`config.mk`:
```
export PLATFORM = sky130hd
export DESIGN_NAME = vfp_frame_source
export DESIGN_NICKNAME = d
export VERILOG_FILES = /design/src/rtl/vfp_frame_source.sv
export SDC_FILE = /design/constraint.sdc
export NUM_CORES = 1
export LEC_CHECK = 0
export BUFFER_PORTS_ARGS = -buffer_cell sky130_fd_sc_hd__buf_4
export CORE_AREA = 5 5 178 180
export DETAILED_ROUTE_END_ITERATION = 7
export DIE_AREA = 0 0 183 185
export GPL_TIMING_DRIVEN = 0
export PLACE_DENSITY = 0.67
export SYNTH_ARGS = -nofsm -noshare
export SYNTH_HDL_FRONTEND = slang
export SYNTH_SLANG_ARGS = --single-unit
```
`constraint.sdc`:
```
create_clock -name clk -period 17.2 [get_ports clk]
set_input_delay 1.72 -clock clk [delete_from_list [all_inputs] [get_ports clk]]
set_output_delay 1.72 -clock clk [all_outputs]
set_load 0.02 [all_outputs]
```
`src/rtl/vfp_frame_source.sv`:
```
// AXI4-Stream video test-pattern source: runtime geometry, frame count and
// pattern latched at start; SOF on tuser, EOL on tlast, honours backpressure.
module vfp_frame_source #(
  parameter int unsigned DATA_WIDTH  = 24,
  parameter int unsigned DIM_BITS    = 12,
  parameter int unsigned FCNT_BITS   = 16,
  parameter int unsigned START_COUNT = 32,
  parameter int unsigned FRAME_GAP   = 16,
  parameter logic [31:0] REVISION    = 32'h09072019
) (
  input  logic                  clk,
  input  logic                  reset,
  input  logic                  start,
  input  logic                  stop,
  input  logic [DIM_BITS-1:0]   cfg_width,
  input  logic [DIM_BITS-1:0]   cfg_height,
  input  logic [FCNT_BITS-1:0]  cfg_frames,
  input  logic [1:0]            cfg_mode,
  input  logic [DATA_WIDTH-1:0] cfg_solid,
  output logic                  m_axis_tvalid,
  input  logic                  m_axis_tready,
  output logic [DATA_WIDTH-1:0] m_axis_tdata,
  output logic                  m_axis_tuser,
  output logic                  m_axis_tlast,
  output logic                  busy,
  output logic                  frame_done,
  output logic [FCNT_BITS-1:0]  frames_sent,
  output logic                  cfg_err,
  output logic [31:0]           revision
);

  localparam int unsigned CW      = DATA_WIDTH / 3;
  localparam int unsigned CNT_W   = 32;
  localparam logic [CNT_W-1:0] SC_LAST = CNT_W'(START_COUNT) - CNT_W'(1);
  localparam logic [CNT_W-1:0] FG_LAST = CNT_W'(FRAME_GAP) - CNT_W'(1);

  typedef enum logic [1:0] {S_IDLE, S_START_DLY, S_STREAM, S_FGAP} state_t;

  state_t                r_state, w_state_nxt;
  logic [CNT_W-1:0]      r_cnt, w_cnt_nxt;
  logic [DIM_BITS-1:0]   r_width, r_height, r_bw;
  logic [FCNT_BITS-1:0]  r_frames;
  logic [1:0]            r_mode;
  logic [DATA_WIDTH-1:0] r_solid;
  logic [DIM_BITS-1:0]   r_x, r_y, r_bcnt;
  logic [2:0]            r_bar;
  logic                  r_stop_pend, w_pend_nxt;
  logic                  r_tvalid, w_tvalid_nxt;
  logic [DATA_WIDTH-1:0] r_tdata;
  logic                  r_tuser, r_tlast;
  logic                  r_busy;
  logic                  r_frame_done, w_done_nxt;
  logic [FCNT_BITS-1:0]  r_frames_sent, w_fs_nxt, w_fs_inc;
  logic                  r_cfg_err, w_err_nxt;
  logic                  w_latch, w_load, w_first, w_hs, w_last_x, w_last_beat;
  logic [DIM_BITS-1:0]   w_nx, w_ny, w_nbcnt, w_width, w_bw_cfg;
  logic [2:0]            w_nbar, w_c;
  logic [CW-1:0]         w_nf;
  logic [1:0]            w_mode;
  logic [DATA_WIDTH-1:0] w_solid, w_pix;
  logic                  w_nuser, w_nlast;

  // In IDLE the first beat is built from the live config (START_COUNT==0 path)
  assign w_width     = (r_state == S_IDLE) ? cfg_width : r_width;
  assign w_mode      = (r_state == S_IDLE) ? cfg_mode  : r_mode;
  assign w_solid     = (r_state == S_IDLE) ? cfg_solid : r_solid;
  assign w_bw_cfg    = ((cfg_width >> 3) == '0) ? DIM_BITS'(1) : (cfg_width >> 3);
  assign w_hs        = r_tvalid & m_axis_tready;
  assign w_last_x    = (r_x == r_width - DIM_BITS'(1));
  assign w_last_beat = w_last_x && (r_y == r_height - DIM_BITS'(1));
  assign w_fs_inc    = r_frames_sent + FCNT_BITS'(1);

  // Next-state and next-beat control
  always_comb begin
    w_state_nxt  = r_state;
    w_cnt_nxt    = r_cnt;
    w_pend_nxt   = r_stop_pend | stop;
    w_tvalid_nxt = r_tvalid;
    w_done_nxt   = 1'b0;
    w_fs_nxt     = r_frames_sent;
    w_err_nxt    = 1'b0;
    w_latch      = 1'b0;
    w_load       = 1'b0;
    w_first      = 1'b0;
    w_nx         = r_x;
    w_ny         = r_y;
    w_nbcnt      = r_bcnt;
    w_nbar       = r_bar;
    w_nf         = CW'(r_frames_sent);
    case (r_state)
      S_IDLE: begin
        w_pend_nxt = 1'b0;
        if (start) begin
          if (cfg_width != '0 && cfg_height != '0) begin
            w_latch    = 1'b1;
            w_fs_nxt   = '0;
            w_pend_nxt = stop;
            w_cnt_nxt  = '0;
            if (START_COUNT == 0) begin
              w_state_nxt  = S_STREAM;
              w_tvalid_nxt = 1'b1;
              w_first      = 1'b1;
              w_nf         = '0;
            end else begin
              w_state_nxt = S_START_DLY;
            end
          end else begin
            w_err_nxt = 1'b1;
          end
        end
      end
      S_START_DLY: begin
        if (stop) begin
          w_state_nxt = S_IDLE;
          w_pend_nxt  = 1'b0;
        end else if (r_cnt == SC_LAST) begin
          w_state_nxt  = S_STREAM;
          w_tvalid_nxt = 1'b1;
          w_first      = 1'b1;
        end else begin
          w_cnt_nxt = r_cnt + CNT_W'(1);
        end
      end
      S_STREAM: begin
        if (w_hs && w_last_beat) begin
          w_done_nxt = 1'b1;
          w_fs_nxt   = w_fs_inc;
          w_cnt_nxt  = '0;
          if ((r_frames != '0 && w_fs_inc == r_frames) || r_stop_pend || stop) begin
            w_state_nxt  = S_IDLE;
            w_tvalid_nxt = 1'b0;
            w_pend_nxt   = 1'b0;
          end else if (FRAME_GAP == 0) begin
            w_first = 1'b1;
            w_nf    = CW'(w_fs_inc);
          end else begin
            w_state_nxt  = S_FGAP;
            w_tvalid_nxt = 1'b0;
          end
        end else if (w_hs) begin
          w_load = 1'b1;
          if (w_last_x) begin
            w_nx    = '0;
            w_ny    = r_y + DIM_BITS'(1);
            w_nbcnt = '0;
            w_nbar  = '0;
          end else begin
            w_nx = r_x + DIM_BITS'(1);
            if (r_bcnt == r_bw - DIM_BITS'(1)) begin
              w_nbcnt = '0;
              w_nbar  = (r_bar == 3'd7) ? 3'd7 : r_bar + 3'd1;
            end else begin
              w_nbcnt = r_bcnt + DIM_BITS'(1);
            end
          end
        end
      end
      S_FGAP: begin
        if (stop) begin
          w_state_nxt = S_IDLE;
          w_pend_nxt  = 1'b0;
        end else if (r_cnt == FG_LAST) begin
          w_state_nxt  = S_STREAM;
          w_tvalid_nxt = 1'b1;
          w_first      = 1'b1;
        end else begin
          w_cnt_nxt = r_cnt + CNT_W'(1);
        end
      end
      default: w_state_nxt = S_IDLE;
    endcase
    if (w_first) begin
      w_load  = 1'b1;
      w_nx    = '0;
      w_ny    = '0;
      w_nbcnt = '0;
      w_nbar  = '0;
    end
  end

  // Pattern generator for the beat about to be registered
  always_comb begin
    w_pix   = '0;
    w_c     = 3'd7 - w_nbar;
    w_nuser = (w_nx == '0) && (w_ny == '0);
    w_nlast = (w_nx == w_width - DIM_BITS'(1));
    case (w_mode)
      2'd0:    w_pix = {CW'(w_nx), CW'(w_ny), CW'(w_nx) + CW'(w_ny) + w_nf};
      2'd1:    w_pix = {{CW{w_c[2]}}, {CW{w_c[1]}}, {CW{w_c[0]}}};
      2'd2:    w_pix = w_solid;
      default: w_pix = {DATA_WIDTH{w_nx[4] ^ w_ny[4]}};
    endcase
  end

  always_ff @(posedge clk) begin
    if (reset) begin
      r_state       <= S_IDLE;
      r_cnt         <= '0;
      r_width       <= '0;
      r_height      <= '0;
      r_bw          <= '0;
      r_frames      <= '0;
      r_mode        <= '0;
      r_solid       <= '0;
      r_x           <= '0;
      r_y           <= '0;
      r_bcnt        <= '0;
      r_bar         <= '0;
      r_stop_pend   <= 1'b0;
      r_tvalid      <= 1'b0;
      r_tdata       <= '0;
      r_tuser       <= 1'b0;
      r_tlast       <= 1'b0;
      r_busy        <= 1'b0;
      r_frame_done  <= 1'b0;
      r_frames_sent <= '0;
      r_cfg_err     <= 1'b0;
    end else begin
      r_state       <= w_state_nxt;
      r_cnt         <= w_cnt_nxt;
      r_stop_pend   <= w_pend_nxt;
      r_tvalid      <= w_tvalid_nxt;
      r_busy        <= (w_state_nxt != S_IDLE);
      r_frame_done  <= w_done_nxt;
      r_frames_sent <= w_fs_nxt;
      r_cfg_err     <= w_err_nxt;
      if (w_latch) begin
        r_width  <= cfg_width;
        r_height <= cfg_height;
        r_frames <= cfg_frames;
        r_mode   <= cfg_mode;
        r_solid  <= cfg_solid;
        r_bw     <= w_bw_cfg;
      end
      if (w_load) begin
        r_x     <= w_nx;
        r_y     <= w_ny;
        r_bcnt  <= w_nbcnt;
        r_bar   <= w_nbar;
        r_tdata <= w_pix;
        r_tuser <= w_nuser;
        r_tlast <= w_nlast;
      end
    end
  end

  assign m_axis_tvalid = r_tvalid;
  assign m_axis_tdata  = r_tdata;
  assign m_axis_tuser  = r_tuser;
  assign m_axis_tlast  = r_tlast;
  assign busy          = r_busy;
  assign frame_done    = r_frame_done;
  assign frames_sent   = r_frames_sent;
  assign cfg_err       = r_cfg_err;
  assign revision      = REVISION;

endmodule
```
# After elaboration in Yosys (flattened, before gate mapping)
# Index checks and enable logic that the tools add are counted.
# Widths: inputs -> output; s select.
# classes
add_sub_neg,13
n_bitwise,6
n_eq_ne,23
n_mux,75
reduce_logical,27
# op_table
operator,n
$mux 32,7
$mux 12,17
$pmux 32 s4,1
$pmux 24 s3,1
$eq 12x12->1,4
$mux 16,3
$sub 12x1->12 const B,4
$add 12x1->12 const B,3
$logic_not 12->1,3
$add 32x1->32 const B,1
$eq 32x4->1 const B,1
$eq 32x5->1 const B,1
$pmux 16 s2,1
$mux 24,1
$reduce_bool 12->1,2
$mux 1,23
$mux 3,7
$mux 2,9
$ne 2x2->1 const B,9
$add 16x1->16 const B,1
$add 8x8->8,2
$eq 16x16->1,1
$reduce_bool 16->1,1
$mux 9,1
23 further kinds,40
# word_totals
elab_cells,165
in_bits,71
ff_bits,198

# Logic depth before layout (Yosys ltp)
# Gate-level depths: netlist (run 1).
# logic_depth
word_depth,10
mapped_depth,25
depth_no_buf,23

# Worst setup path after synthesis (run 1)
# Ideal clock, no wire load.
# synth_path
path_kind,flip-flop to flip-flop
from,register r_height[2]
to,register r_tdata[7] (netlist: m_axis_tdata[7])
arrival_time_ps,5345
slack_ps,11770
path_stages_with_launch,22
required_ps,17114
period_less_slack_ps,5430
cell_sequence,dfxtp_1 -> buf_6 -> or4_4 -> or4b_1 -> o2bb2ai_1 -> a2111oi_4 -> nand3b_2 -> o21ai_0 -> nand2_1 -> o21ai_0 -> fa_1 -> ha_1 -> fa_1 -> a21o_1 -> a21o_1 -> a21o_1 -> a21oi_1 -> xnor2_1 -> xnor2_1 -> xnor2_1 -> o211ai_1 -> a211oi_1
# synth_between
elab_chain_len,10
# synth_rtl
element,line_no,source
from (decl),41,"logic [DIM_BITS-1:0] r_width, r_height, r_bw;"
from (signal assigned),229,r_height <= cfg_height;
$sub 12x1->12,70,assign w_last_beat = w_last_x && (r_y == r_height - DIM_BITS'(1));
$eq 12x12->1,70,
$logic_and 1x1->1,70,
$logic_and 1x1->1,125,if (w_hs && w_last_beat) begin
$mux 12,125,
$mux 12,90,case (r_state)
$mux 12,172,if (w_first) begin
named net w_nx[1],56,"logic [DIM_BITS-1:0] w_nx, w_ny, w_nbcnt, w_width, w_bw_cfg;"
$add 8x8->8 (2 in a row),188,"2'd0: w_pix = {CW'(w_nx), CW'(w_ny), CW'(w_nx) + CW'(w_ny) + w_nf};"
$pmux 24 s3,187,case (w_mode)
to (signal assigned),240,r_tdata <= w_pix;
to (decl),49,logic [DATA_WIDTH-1:0] r_tdata;
# The timed path passes the listed nets, and every way through them passes these cells.
# A chain may end at the register's enable or synchronous reset.

# Worst setup path after layout (run 1)
# Same ends and word-level chain as after synthesis.

==> run metrics, run 1 <==
internal power 0.000780 W; fmax 138 MHz; I/O Buffers 115; setup slack, reg-to-reg 9970 ps; reg2reg path depth 21; FF-to-FF End m_axis_tdata[7]; Ys Warns 0; hold crit path type reg -> reg; clock root cell clkbuf_16; Cell Rows 64; WS Path Type reg -> reg; first-pass GRT wire length 58100 um; final worst slack 9970 ps; synthesis-to-finish area growth 17.8%; deepest clock path buffer count 2; violated checks max-capacitance violations, max-slew violations; Clk pwr share 38.3%; Switching Fraction 29.1%; Residual DRC 0; share of cells above drive strength 1 12.1%; number of enable flip-flop cells after synthesis 0; DR vias/cell 5.47; DRT Pass-1 Iters 5; Detailed Place HPWL 28400 um; Relative slew margins -0.910%; LEAKAGE 5.39 nW; Die Y 185 um; Post-Layout Cell Count 2113; die area 0.0339 mm^2; Pins Over Slew Limit 6; vias 11600; largest net degree at the start of global routing 17; Starting DRT DRC Count 1037; CP endpoint m_axis_tdata[7]; H-tree Lvls 4; placed insts 2082; wire per inst 17.6 um; cell area after synthesis 0.0117 mm^2; status finished, violations left; Setup Fix Bufs, Post-CTS 0; Mapped Avg Cell Area 7.59 um^2; skew final 13.5 ps; Min Hold Slack 457 ps; initial antenna violation count 0; Ant. Diodes 0; Tmin final 7230 ps; sequential power share 43.4%; unrepaired setup endpoints after global routing no; CTS sink cnt 195; setup TNS 0 ps; Chip Width 183 um; Netlist cell types 78; Synth Instances 1541; post-cts resize count 0; Pwr per Cell Area 79.8 mW/mm^2; Max Cap Viol 1; post-place setup slack 10180 ps; Worst Setup Start Kind flip-flop; Final Hold Fails 0; I/O pin total 149; total track usage 21.4%; Critical R2R Launch r_height[2]; crit path from r_height[2]; clk_lat worst skew 440 ps; grt total ovfl 0; Setup-failing EPs final 0; sw power 0.000320 W; ys flop type dfxtp_1; Seq/Total Area, Yosys 33.4%; Worst-path clk slew 70 ps; combinational power share 18.4%; post-synthesis register bit count 195; worst slew pin tran 1500 ps; CP arrival 7580 ps; CTS tree yes; worst-path fanout max 9; total wire length 37200 um; commonest non-fill, non-tap cell in the layout nand2_1; maximum VDD drop 0.0579 mV; period utilization 42.0%; Final nets 1800; core area 0.0300 mm^2; number of global-route vias before repair 10800; WP data required 17550 ps; Starting Density 39.0%; cts hold-fix bufs 0; crit end category flip-flop; Final ANT Viol Nets 0; Async S/R FF share, synth 0%; routability cong. 0.934; commonest cells after routing, fill and taps aside 252 x nand2_1, 195 x dfxtp_1, 147 x nor2_1, 147 x buf_4, 127 x a21oi_1; total CTS buffers 17
[critical path: stages, from the launching register on]
cell and delay [ps]:
dfxtp_1 310, buf_6 130, or4_4 510, or4b_1 510
o2bb2ai_1 170, a2111oi_4 360, nand3b_2 280, o21ai_0 620
nand2_1 520, o21ai_0 910, fa_1 570, ha_1 250
fa_1 400, a21o_1 190, a21o_1 190, a21o_1 170
a21oi_1 160, xnor2_1 160, xnor2_1 170, xnor2_1 160
o211ai_1 130, a211oi_1 270
[cells in the mapped netlist (all sizes together) (11+ instances only)]
library cell / number / share of area [%]
nand2: 253 / 8.1
dfxtp: 195 / 33
nor2: 149 / 4.9
a21oi: 127 / 5.4
clkbuf: 86 / 2.8
xnor2: 78 / 5.8
nand3: 66 / 2.8
xor2: 56 / 4.2
nor3: 54 / 2.3
o21ai: 53 / 2.3
buf: 42 / 2.5
o211ai: 30 / 1.9
and3: 29 / 1.6
a211oi: 28 / 1.8
nor4: 28 / 1.6
or3: 22 / 1.2
inv: 21 / 0.67
mux2i: 20 / 1.7
nand4: 19 / 1.0
ha: 18 / 1.9
nor2b: 17 / 0.91
nor3b: 12 / 0.77
nand3b: 11 / 0.77
[cell families (layout without fill, tap and decap cells)]
group                    count (synthesis)  after routing  synth area share, %
XOR/XNOR                               134            134                 10.0
adder cells (fa/ha/maj)                 24             24                 2.95
other                                    2             32               0.0642
AO/OA/AOI/OAI                          300            300                 16.0
AND/OR/NAND/NOR                        716            716                 29.8
flip-flops                             195            195                 33.4
multiplexers                            21             21                 1.90
buffers and inverters                  149            295                 5.95
[power groups by stage]
stage / sequential (W) / clock, W / combinational, W
2_1_floorplan: 0.000484 / 0 / 0.000140
3_3_place_gp: 0.000487 / 0 / 0.000196
3_5_place_dp: 0.000487 / 0 / 0.000199
4_1_cts: 0.000477 / 0.000424 / 0.000200
5_1_grt: 0.000478 / 0.000442 / 0.000222
6_report: 0.000477 / 0.000421 / 0.000202
[worst min path at each step]
stage | start | end | slack, ps | cells after the start
2_1_floorplan | r_mode[0] | r_mode[0] | 440 | 2
3_3_place_gp | r_mode[0] | r_mode[0] | 440 | 2
3_5_place_dp | r_solid[20] | r_solid[20] | 450 | 2
4_1_cts | r_solid[20] | r_solid[20] | 460 | 2
5_1_grt | r_solid[21] | r_solid[21] | 470 | 2
6_report | r_mode[0] | r_mode[0] | 460 | 2
[metrics by stage]
| stage | instance area (um^2) | util [%] | total power (W) |
|---|---|---|---|
| floorplan | 11800 | - | 0.000625 |
| global placement | 13200 | 43.9 | 0.000682 |
| detailed placement | 13200 | 43.9 | 0.000686 |
| CTS | 13800 | 45.9 | 0.00110 |
| global route | 13800 | 45.9 | 0.00114 |
| finish | 13800 | 45.9 | 0.00110 |
[state kept, by name, summed over array words and instances (netlist names)]
signal / count
r_mode: 2
r_cnt: 32
m_axis_tuser: 1
busy: 1
m_axis_tvalid: 1
r_state: 2
r_stop_pend: 1
frames_sent: 16
m_axis_tlast: 1
r_bcnt: 12
r_bw: 9
r_width: 12
r_frames: 16
r_bar: 3
m_axis_tdata: 24
r_y: 12
cfg_err: 1
r_solid: 24
r_height: 12
frame_done: 1
r_x: 12
[area by class of cell]
| cell class | instances | area [um^2] |
|---|---|---|
| fill | 3067 | 16300 |
| multi-input combinational | 1227 | 7210 |
| sequential | 195 | 3900 |
| timing repair buffer | 115 | 863 |
| buffer | 128 | 617 |
| tap | 396 | 495 |
| clock buffer | 20 | 457 |
| clock inverter | 11 | 151 |
| inverter | 21 | 78.8 |
[metal layers]
layer | track usage [%] | routed length (um) | part of all wire, %
met3 | 3.24 | 2250 | 6.1
met1 | 28.5 | 16300 | 44
met4 | 9.00 | 1320 | 3.6
met5 | 0 | 0 | 0
met2 | 34.6 | 17300 | 47
Note: power is estimated with default switching activity, not from simulation.
==> inputs of run 2 (changes only) <==
- PLACE_DENSITY: 0.67 -> 0.69
- clock period: 17.2 -> 6.08 ns (I/O delays scaled with it)
==> run 2 against run 1 <==
The flow still finishes with violations (max-capacitance violations, max-slew violations). Global-route usage rose by 0.22 points. Cell area rose by 0.96%. First-iteration DRC count rose by 4.0%. Fmax rose by 22%. Combinational power rose to 2.9 times the previous value. Largest power group unchanged.
==> run metrics, run 2 (same netlist as run 1, synthesis figures left out) <==
Storage cell area 0.00391 mm^2; WHS Endpoint r_frames[5]; Cell Rows 64; area of the multi-input gates 0.00734 mm^2; Worst-path clk slew 90 ps; worst-path fanout max 9; CTS tree yes; total CTS buffers 17; WP data required 6450 ps; CP delay by family, top compound AO/OA/AOI/OAI gates; CP arrival 6270 ps; DR vias/cell 5.51; H-tree Lvls 4; die area 0.0339 mm^2; core area 0.0300 mm^2; crit end category flip-flop; DRT Pass-1 Iters 5; Crit-path slowest cell a211oi_1; CTS sink cnt 195; Final nets 1799; routability cong. 0.925; max reg flops 32; hold path depth 3; Final Util 46.3%; Relative slew margins -1.48%; Starting DRT DRC Count 1078; placed insts 2082; Setup-failing EPs final 0; maximum VDD drop 0.157 mV; Max Cap Viol 1; Final ANT Viol Nets 0; total wire length 37700 um; Cell Chain, Critical Path buf_6 -> or4_4 -> or4b_1 -> o2bb2ai_1 -> a2111oi_4 -> nand3b_4 -> o21a_1 -> a211oi_1 -> fa_1 -> ha_1 -> fa_1 -> a21o_1 -> a21o_1 -> a21o_1 -> a21oi_1 -> xnor2_1 -> xnor2_1 -> xnor2_1 -> o211ai_1 -> a211oi_1; skew final 16.9 ps; initial antenna violation count 0; I/O Buffers 115; total track usage 21.6%; Detailed Place HPWL 28400 um; clk_lat worst skew 450 ps; status finished, violations left; Pwr per Cell Area 224 mW/mm^2; FF-to-FF End m_axis_tdata[7]; Die Y 185 um; Starting Density 39.0%; WS Path Type reg -> reg; Buf+Inv Stages, Crit Path 1; wire per inst 17.9 um; Post-Layout Cell Count 2114; worst slew pin tran 1510 ps; number of global-route vias before repair 10900; Pins Over Slew Limit 7; hold crit path type in -> reg; Tmin final 5910 ps; deepest clock path buffer count 2; fmax 169 MHz; grt total ovfl 0; clock root cell clkbuf_16; vias 11700; Worst Setup Start Kind flip-flop; Residual DRC 0; Tot Pwr 0.00312 W; largest net degree at the start of global routing 21; first-pass GRT wire length 58800 um; largest reg by FF count r_cnt; Fill cells 2988; setup slack, reg-to-reg 170 ps; commonest cells after routing, fill and taps aside 250 x nand2_1, 194 x dfxtp_1, 147 x buf_4, 145 x nor2_1, 127 x a21oi_1; Min Hold Slack 392 ps; violated checks max-capacitance violations, max-slew violations; Slowest Stage Delay on Critical Path 1230 ps; Final Hold Fails 0; share of cells above drive strength 1 13.0%; commonest non-fill, non-tap cell in the layout nand2_1; min-delay src cfg_frames[5]; LEAKAGE 5.43 nW; reg2reg path depth 20; period utilization 97.1%; I/O pin total 149; Chip Width 183 um; synthesis-to-finish area growth 18.9%; Critical R2R Launch r_height[2]
-- run 2: worst max-delay path by stage --
stage,from,end,slack [ps],depth (start not counted)
detailed placement,r_height[2],m_axis_tdata[7],-840,21
global placement,r_height[2],m_axis_tdata[7],-810,21
floorplan,r_height[2],m_axis_tdata[7],650,21
CTS,r_width[0],m_axis_tdata[7],80,24
finish,r_height[2],m_axis_tdata[7],170,20
global route,r_width[1],m_axis_tdata[7],-3,23
-- run 2: per-layer routing --
layer	global-route usage (%)	share of wire (%)
met3	3.55	7.6
met1	28.6	42
met4	8.34	3.7
met5	0	0
met2	35.4	47
-- run 2: layout make-up --
cell class	instances	area share [%]
diodes	1	0.0180
plain buffers	127	4.42
clock buffers	17	3.06
clock inverters	15	1.35
inverters	21	0.567
multi-input cells	1227	52.8
flip-flops and latches	195	28.1
well taps	396	3.56
repair buffers	115	6.21
-- run 2: what timing repair did --
action | in CTS | in global routing
setup buffers | 0 | 0
hold buffers | 0 | 0
pin swaps | 0 | 2
endpoints found under the setup margin | 3 | 1
gates resized for setup | 7 | 20
cloned | 0 | 0
-- run 2: report_power, final --
group	switching (W)	total, W	internal (W)
combinational	0.000357	0.000585	0.000228
clock	0.000590	0.00118	0.000594
sequential	0.0000355	0.00135	0.00132
-- run 2: metrics by stage --
stage,cell area [um^2],TNS [ps],setup WS (ps)
finish,13900,0,174
global route,13900,-2.83,-2.83
CTS,13800,0,78.8
detailed placement,13200,-1150,-837
global placement,13200,-1100,-814
floorplan,11800,0,650
-- run 2: tightest hold or removal path, stage by stage --
cell and delay [ps]:
buf_4 110, nand2_1 40, a21oi_1 50
==> inputs of run 3 (changes only) <==
- CORE_AREA: 5 5 178 180 -> 5 5 155 157
- DIE_AREA: 0 0 183 185 -> 0 0 160 162
- PLACE_DENSITY: 0.69 -> 0.85
==> run 3 against run 2 <==
The flow now finishes without violations. Register-to-register slack got worse by 20 ps. Global-route usage is 5.0 points higher. Setup slack worse by 25 ps. Cell count shrank 5.1%.
==> run metrics, run 3 (same netlist as run 1, synthesis figures left out) <==
commonest non-fill, non-tap cell in the layout nand2_1; internal power 0.00219 W; fmax 169 MHz; deepest clock path buffer count 2; Relative slew margins 30.4%; I/O Buffers 115; synthesis-to-finish area growth 18.0%; vias 11900; total track usage 26.6%; Switching Fraction 29.7%; min-delay src cfg_frames[4]; initial antenna violation count 0; die area 0.0259 mm^2; Setup-failing EPs final 0; clock root cell clkbuf_16; Pwr per Cell Area 226 mW/mm^2; Max Cap Viol 0; maximum VDD drop 0.139 mV; Critical R2R Launch r_height[2]; WP data required 6440 ps; Final nets 1802; WHS Endpoint r_frames[4]; skew final 11.0 ps; Starting DRT DRC Count 1292; Cell Rows 55; largest net degree at the start of global routing 18; grt total ovfl 0; Die Y 162 um; sequential power share 43.3%; CTS tree yes; FF-to-FF End m_axis_tdata[7]; number of global-route vias before repair 11000; Starting Density 52.3%; worst-path fanout max 10; total CTS buffers 17; combinational power share 18.7%; wire per inst 17.9 um; hold path depth 3; hold crit path type in -> reg; routability cong. 0.980; Detailed Place HPWL 27000 um; final worst slack 149 ps; cts hold-fix bufs 0; total wire length 35900 um; Final Hold Fails 0; first-pass GRT wire length 56400 um; H-tree Lvls 4; period utilization 97.5%; max reg flops 32; Worst Setup Start Kind flip-flop; crit end category flip-flop; Residual DRC 0; Tmin final 5930 ps; Clk pwr share 38.0%; DR vias/cell 5.93; share of cells above drive strength 1 13.3%; Worst-path clk slew 70 ps; Final Util 61.7%; WS Path Type reg -> reg; core area 0.0224 mm^2; Pins Over Slew Limit 0; clk_lat worst skew 450 ps; Final ANT Viol Nets 0; worst slew pin tran 1040 ps; Chip Width 160 um; status finished, final reports clean; LEAKAGE 5.46 nW; sw power 0.000927 W; reg2reg path depth 23; commonest cells after routing, fill and taps aside 251 x nand2_1, 195 x dfxtp_1, 150 x buf_4, 145 x nor2_1, 126 x a21oi_1; CP arrival 6290 ps; CTS sink cnt 195; DRT Pass-1 Iters 6; setup slack, reg-to-reg 150 ps; largest reg by FF count r_cnt; I/O pin total 149; post-place setup slack -815 ps
-- run 3: cell count changes in the layout (fill, tap and decap cells not counted), sizes merged --
cell	delta
buf	+4
bufinv	+1
clkbuf	+3
clkinv	-4
inv	-1
-- run 3: cell type report --
class                      count  area [um^2]
timing repair buffer         119          891
antenna                        1         2.50
fill                        1914         8560
sequential                   195         3900
tap                          285          357
buffer                       126          611
multi-input combinational   1227         7350
clock inverter                11          139
inverter                      21         78.8
clock buffer                  21          470
-- run 3: worst max path at each step --
stage | start | endpoint | cells past startpoint
2_1_floorplan | r_height[2] | m_axis_tdata[7] | 21
3_3_place_gp | r_height[2] | m_axis_tdata[7] | 21
3_5_place_dp | r_height[2] | m_axis_tdata[7] | 21
4_1_cts | r_height[2] | m_axis_tdata[7] | 21
5_1_grt | r_height[2] | m_axis_tdata[7] | 23
6_report | r_height[2] | m_axis_tdata[7] | 23
-- run 3: repair_timing --
item	4_1_cts	5_1_grt
setup buffers	0	3
gates resized for setup	11	18
setup endpoints to repair	3	1
hold endpoints to repair	0	0
pin swaps	0	5
-- run 3: power by group through the flow --
stage | registers, W | logic, W | clock network [W]
finish | 0.00135 | 0.000585 | 0.00119
global route | 0.00135 | 0.000638 | 0.00124
CTS | 0.00135 | 0.000564 | 0.00118
detailed placement | 0.00138 | 0.000558 | 0
global placement | 0.00138 | 0.000543 | 0
floorplan | 0.00137 | 0.000397 | 0
-- run 3: routing by layer --
layer | vias to the layer above | track usage, % | wire length [um]
li1 | 5651 | - | -
met1 | 5568 | 34.4 | 14600
met2 | 584 | 44.0 | 17000
met3 | 97 | 5.15 | 3060
met4 | 0 | 10.9 | 1190
met5 | - | 0 | 0
-- run 3: per-stage QoR --
step	TNS [ps]	hold slack [ps]	power (W)	std cells	instance area, um^2
final	0	405	0.00312	2006	13800
after global routing	-16.5	398	0.00323	2005	13800
after CTS	0	405	0.00310	2002	13700
after detailed placement	-1070	447	0.00194	1971	13000
after global placement	-982	441	0.00192	1971	13000
after floorplan	0	436	0.00177	1571	11800
-- run 3: worst max-delay path: stages (launching register included) --
cell	delay, ps
dfxtp_1	310
buf_6	130
or4_4	510
or4b_1	510
o2bb2ai_1	170
a2111oi_4	330
buf_4	200
nand3b_4	100
and3b_2	250
buf_6	150
mux2i_4	200
nor2_4	170
fa_1	460
ha_1	250
fa_1	410
a21o_1	200
a21o_1	190
a21o_1	190
a21oi_2	150
xnor2_1	180
xnor2_1	150
xnor2_1	250
o211ai_1	130
a211oi_1	240
